File: config.mk
export PLATFORM = sky130hd
export DESIGN_NAME = mem_req_scheduler
export DESIGN_NICKNAME = d
export VERILOG_FILES = /design/src/rtl/mem_req_scheduler.sv
export SDC_FILE = /design/constraint.sdc
export NUM_CORES = 1
export LEC_CHECK = 0
export BUFFER_PORTS_ARGS = -buffer_cell sky130_fd_sc_hd__buf_2
export CAP_MARGIN = 20
export CORE_AREA = 2 2 156 158
export CTS_CLUSTER_DIAMETER = 120
export DETAILED_ROUTE_END_ITERATION = 8
export DIE_AREA = 0 0 158 160
export PLACE_DENSITY = 0.62
export SYNTH_ARGS = -nofsm -noshare
export SYNTH_HDL_FRONTEND = slang
export SYNTH_SLANG_ARGS = --single-unit
export TNS_END_PERCENT = 1
File: constraint.sdc
create_clock -name clk_i -period 6.01 [get_ports clk_i]
set_input_delay 0.3005 -clock clk_i [delete_from_list [all_inputs] [get_ports clk_i]]
set_output_delay 0.3005 -clock clk_i [all_outputs]
set_load 0.005 [all_outputs]
File: src/rtl/mem_req_scheduler.sv
// Round-robin arbiter of I$ refill, D$ load and store-buffer requests onto one memory channel, with load/store credits.
// gnt_o is same-cycle, mem_req_o follows one cycle later; a request waiting for mem_gnt_i blocks new grants.
module mem_req_scheduler #(
  parameter int AddrWidth            = 64,
  parameter int DataWidth            = 64,
  parameter int MaxOutstandingLoads  = 2,
  parameter int MaxOutstandingStores = 7
) (
  input  logic                            clk_i,
  input  logic                            rst_ni,
  input  logic [2:0]                      req_i,
  output logic [2:0]                      gnt_o,
  input  logic [2:0][AddrWidth-1:0]       addr_i,
  input  logic                            nc_i,
  input  logic [DataWidth-1:0]            wdata_i,
  output logic                            mem_req_o,
  input  logic                            mem_gnt_i,
  output logic [AddrWidth-1:0]            mem_addr_o,
  output logic                            mem_we_o,
  output logic [DataWidth-1:0]            mem_wdata_o,
  output logic [1:0]                      mem_tid_o,
  input  logic                            rsp_valid_i,
  input  logic [1:0]                      rsp_tid_i,
  output logic [2:0]                      rsp_valid_o
);

  localparam int LoadCntW  = $clog2(MaxOutstandingLoads + 1);
  localparam int StoreCntW = $clog2(MaxOutstandingStores + 1);
  localparam logic [LoadCntW-1:0]  MaxLoads  = LoadCntW'(MaxOutstandingLoads);
  localparam logic [StoreCntW-1:0] MaxStores = StoreCntW'(MaxOutstandingStores);

  typedef enum logic {IDLE, BUSY} state_e;

  typedef struct packed {
    logic [AddrWidth-1:0] addr;
    logic                 we;
    logic [DataWidth-1:0] wdata;
    logic [1:0]           tid;
  } mem_req_t;

  state_e                state_q;
  mem_req_t              out_q;
  mem_req_t              new_req;
  logic [LoadCntW-1:0]   load_cnt_q, load_cnt_d;
  logic [StoreCntW-1:0]  store_cnt_q, store_cnt_d;
  logic                  nc_pending_q, nc_pending_d;
  logic [1:0]            rr_ptr_q, rr_ptr_d;

  logic       slot_free, load_ok;
  logic [2:0] elig, gnt;
  logic [1:0] win_idx, idx;
  logic       found, accept;
  logic       load_inc, load_dec, store_inc, store_dec;

  assign slot_free = (state_q == IDLE) || mem_gnt_i;
  assign load_ok   = load_cnt_q < MaxLoads;

  // A non-cacheable load waits until every earlier load and store has completed.
  assign elig[0] = req_i[0] && slot_free && !nc_pending_q && load_ok;
  assign elig[1] = req_i[1] && slot_free && !nc_pending_q && load_ok &&
                   (!nc_i || (load_cnt_q == '0 && store_cnt_q == '0));
  assign elig[2] = req_i[2] && slot_free && !nc_pending_q && (store_cnt_q < MaxStores);

  always_comb begin
    gnt     = 3'b000;
    win_idx = 2'd0;
    found   = 1'b0;
    idx     = rr_ptr_q;
    for (int i = 0; i < 3; i++) begin
      if (!found && elig[idx]) begin
        found    = 1'b1;
        gnt[idx] = 1'b1;
        win_idx  = idx;
      end
      idx = (idx == 2'd2) ? 2'd0 : idx + 2'd1;
    end
  end

  assign accept = |gnt;
  assign gnt_o  = rst_ni ? gnt : 3'b000;

  always_comb begin
    new_req.addr  = addr_i[win_idx];
    new_req.we    = gnt[2];
    new_req.wdata = wdata_i;
    new_req.tid   = win_idx;
  end

  assign load_inc  = accept && !gnt[2];
  assign store_inc = accept && gnt[2];
  assign load_dec  = rsp_valid_i && !rsp_tid_i[1];
  assign store_dec = rsp_valid_i && (rsp_tid_i == 2'd2);

  always_comb begin
    load_cnt_d = load_cnt_q;
    if (load_inc && !load_dec) begin
      load_cnt_d = load_cnt_q + 1'b1;
    end else if (load_dec && !load_inc && load_cnt_q != '0) begin
      load_cnt_d = load_cnt_q - 1'b1;
    end

    store_cnt_d = store_cnt_q;
    if (store_inc && !store_dec) begin
      store_cnt_d = store_cnt_q + 1'b1;
    end else if (store_dec && !store_inc && store_cnt_q != '0) begin
      store_cnt_d = store_cnt_q - 1'b1;
    end

    nc_pending_d = nc_pending_q;
    if (gnt[1] && nc_i) begin
      nc_pending_d = 1'b1;
    end else if (rsp_valid_i && rsp_tid_i == 2'd1) begin
      nc_pending_d = 1'b0;
    end

    rr_ptr_d = rr_ptr_q;
    if (accept) begin
      rr_ptr_d = (win_idx == 2'd2) ? 2'd0 : win_idx + 2'd1;
    end
  end

  always_ff @(posedge clk_i or negedge rst_ni) begin
    if (!rst_ni) begin
      load_cnt_q   <= '0;
      store_cnt_q  <= '0;
      nc_pending_q <= 1'b0;
      rr_ptr_q     <= 2'd0;
    end else begin
      load_cnt_q   <= load_cnt_d;
      store_cnt_q  <= store_cnt_d;
      nc_pending_q <= nc_pending_d;
      rr_ptr_q     <= rr_ptr_d;
    end
  end

  always_ff @(posedge clk_i or negedge rst_ni) begin
    if (!rst_ni) begin
      state_q <= IDLE;
      out_q   <= '0;
    end else begin
      case (state_q)
        IDLE: begin
          if (accept) begin
            state_q <= BUSY;
            out_q   <= new_req;
          end
        end
        BUSY: begin
          if (mem_gnt_i) begin
            if (accept) begin
              out_q <= new_req;
            end else begin
              state_q <= IDLE;
            end
          end
        end
        default: state_q <= IDLE;
      endcase
    end
  end

  assign mem_req_o   = (state_q == BUSY);
  assign mem_addr_o  = out_q.addr;
  assign mem_we_o    = out_q.we;
  assign mem_wdata_o = out_q.wdata;
  assign mem_tid_o   = out_q.tid;

  assign rsp_valid_o = (rst_ni && rsp_valid_i && rsp_tid_i != 2'd3) ? (3'b001 << rsp_tid_i) : 3'b000;

  // A response for a counter already at zero means an unmatched id from the memory side.
  assert property (@(posedge clk_i) disable iff (!rst_ni)
    !(load_dec && !load_inc && load_cnt_q == '0));
  assert property (@(posedge clk_i) disable iff (!rst_ni)
    !(store_dec && !store_inc && store_cnt_q == '0));

endmodule

==> results_dict.tcl <==
set metrics [dict create \
    status "finished clean" \
    grt_pass1_vias 6996 \
    cts.clk_slew.worst_paths_ns 0.07 \
    synth_top_area_share_pct 50.6 \
    synth_ff_type "dfrtp_1" \
    max_slew_margin_pct 38.7 \
    slew_violations 0 \
    multi_input_comb_area_um2 3100 \
    drc_errors 0 \
    via_count 6878 \
    rows 57 \
    powerDensity_nw_per_um2 548 \
    synth_edf_count 0 \
    vdd_ir_drop_max_mv 0.256 \
    fin_nets 1374 \
    critPathLaunch "store_cnt_q[0]" \
    worst_pin_slew_ns 0.920 \
    synth.area.top_cells "dfrtp_1 51%, nand2_1 11%, a221oi_2 11%" \
    crit_type "flop to output pin" \
    synth_area_leader_cell "dfrtp_1" \
    grt_pass1_wl_mm 37.2 \
    synth_cells 734 \
    overflow 0 \
    hold_violations 0 \
    finalCritPeriodShare_pct 51.8 \
    clock-root-buffer "clkbuf_16" \
    wl_per_cell_um 17.0 \
    gp_congestion 0.820 \
    cp-end-kind "output pin" \
    holdWs_ns 0.0720 \
    synthArstFlopShare_pct 100 \
    finalSetupTns_ns 0 \
    drt_pre_antenna_iters 5 \
    fin_crit_ns 3.11 \
    fmax_mhz 321 \
    hold_class "primary input to flop" \
    cts_buffers 17 \
    clock_sinks 140 \
    final_antenna_net_count 0 \
    drt_wl_total_mm 24.5 \
    p_leak_nw 5.09 \
    yosys_warnings 0 \
    clock_skew_ns 0.0117 \
    antenna_found_initial 1 \
    place_area_um2 9140 \
    io_buffer_count 403 \
    setup_viol 0 \
    required_ns 5.71 \
    placeableCoreArea_um2 23800 \
    rsz0062_at_grt "no" \
    clk-insertion-delay-late_ns 0.42 \
    dp_hpwl_mm 17.7 \
    ys_seq_area_share_pct 50.6 \
    grt_max_degree 81 \
    die_w_um 158 \
    gr-usage-all-layers_pct 19.0 \
    stdcell_area_um2 9760 \
    reg2reg_from "store_cnt_q[0]" \
    area_delta_synth_final_pct 40.9 \
    io_pins 404 \
    hp-start "wdata_i[15]" \
    antenna_cells 0 \
    die-height_um 160 \
    netlist_area_um2 6930 \
    maxCapViolCount 0 \
    htree_levels 4 \
    netlist-cell-type-count 48 \
    fp.dieArea_um2 25300 \
    regArea_um2 3500 \
    crit_path_max_fanout 48 \
    cts_tree "built" \
    cp-start-kind "flop" \
    viasPerCell 4.77 \
    drtIter0Drc 369 \
    cp.arrival_ns 2.81 \
    syn_nets 1001 \
    clockBufferDepth 2 \
    ys_seq_elements 140 \
    initial_core_util_pct 29.1 \
    synth_area_per_cell_um2 9.44 \
    drive_above_1_share_pct 45.5 \
    fill_cells 2469 \
]
## final cells by class
| cell class | instances | share of cell area (%) |
|---|---|---|
| inverter | 6 | 0.231 |
| clock inverter | 14 | 1.90 |
| timing repair buffer | 413 | 21.7 |
| sequential | 140 | 35.9 |
| clock buffer | 17 | 4.36 |
| multi-input combinational | 529 | 31.8 |
| tap | 324 | 4.15 |
## cell usage in the layout (no fill, tap or decap), types with 2 or more instances in the layout
master      count
dfrtp_1       140
nor2_1         73
a21oi_1        64
clkinvlp_4      3
nand2b_1        4
inv_1           6
o211ai_1        2
a21oi_2         4
clkbuf_16      17
mux2i_1         2
nand2_1       202
nor2b_1         5
a221oi_2       50
buf_4           7
a21o_1          3
nand3_1        65
and3_1          3
nand3b_1        3
o21ai_0         3
a221oi_1       14
clkinv_4        2
inv_6           5
buf_2         402
nor3_1          3
bufinv_16       3
## cells by family (layout without fill, tap and decap cells)
group | Yosys count | after routing | share of synthesized area [%]
flip-flops | 140 | 140 | 50.6
buffers and inverters | 65 | 450 | 5.25
AND/OR/NAND/NOR | 366 | 366 | 22.2
XOR/XNOR | 2 | 2 | 0.253
AO/OA/AOI/OAI | 158 | 158 | 21.3
multiplexers | 2 | 2 | 0.289
adder cells (fa/ha/maj) | 1 | 1 | 0.181
## critical path, stage by stage, from the launching register on
cell,delay (ns)
dfrtp_1,0.49
and3_1,0.30
nor3_2,0.32
a211o_2,0.49
buf_4,0.54
nor2_1,0.07
buf_2,0.14
## stage by stage
stage                     setup slack (ns)  total power, mW  instances  util (%)
after floorplan                       3.44             3.29        734         -
after detailed placement              2.95             4.28       1411      38.4
after CTS                             2.84             5.44       1443      41.0
final                                 2.90             5.35       1443      41.0
after global routing                  2.66             5.79       1443      41.0
after global placement                2.99             4.23       1410      38.3
## timing repair
item,CTS,global route
gates resized for setup,0,0
hold buffers,1,0
setup endpoints to repair,0,0
hold endpoints to repair,77,0
buffers inserted,0,0
## where the power goes
part	switching (mW)	leakage [nW]	internal, mW	total (mW)
Combinational	1.49	3.16	1.01	2.50
Clock	0.458	0.289	0.662	1.12
Sequential	0.295	1.65	1.43	1.73
## Yosys cell counts (3+ instances only)
cell and number:
buf_2 30, o21ai_0 3, nand3b_1 3, a21oi_2 4, inv_1 6, dfrtp_1 140
and3_1 3, nand3_1 65, a21o_1 3, a221oi_2 50, buf_6 7, nand2_1 202
nor2b_1 5, a21oi_1 64, nor2_1 73, nand2b_1 4, clkbuf_1 14, buf_4 8
nor3_1 3, a221oi_1 14
## layer usage
layer | vias to the layer above | share of wire (%) | track usage, %
li1 | 3305 | - | -
met1 | 3245 | 40 | 23.0
met2 | 310 | 49 | 31.9
met3 | 18 | 9.3 | 6.08
met4 | 0 | 1.2 | 6.10
met5 | - | 0 | 0
## sequential cells by signal, indices dropped and copies added (netlist names)
signal and cells:
load_cnt_q 2, mem_addr_o 64, mem_req_o 1, mem_tid_o 2, mem_wdata_o 64, mem_we_o 1, nc_pending_q 1, rr_ptr_q 2
store_cnt_q 3
## path summary, 6_finish.rpt
check	endpoint	slack [ns]	cells after the start
worst max-delay path	gnt_o[1]	2.90	6
worst min-delay path	mem_wdata_o[15]	0.07	3
worst max register to register	mem_addr_o[8]	2.97	6
worst min register to register	mem_wdata_o[61]	0.46	2
max in group asynchronous	mem_wdata_o[32]	4.19	3
min in group asynchronous	mem_wdata_o[11]	0.48	2
(Power assumes the default switching activity.)
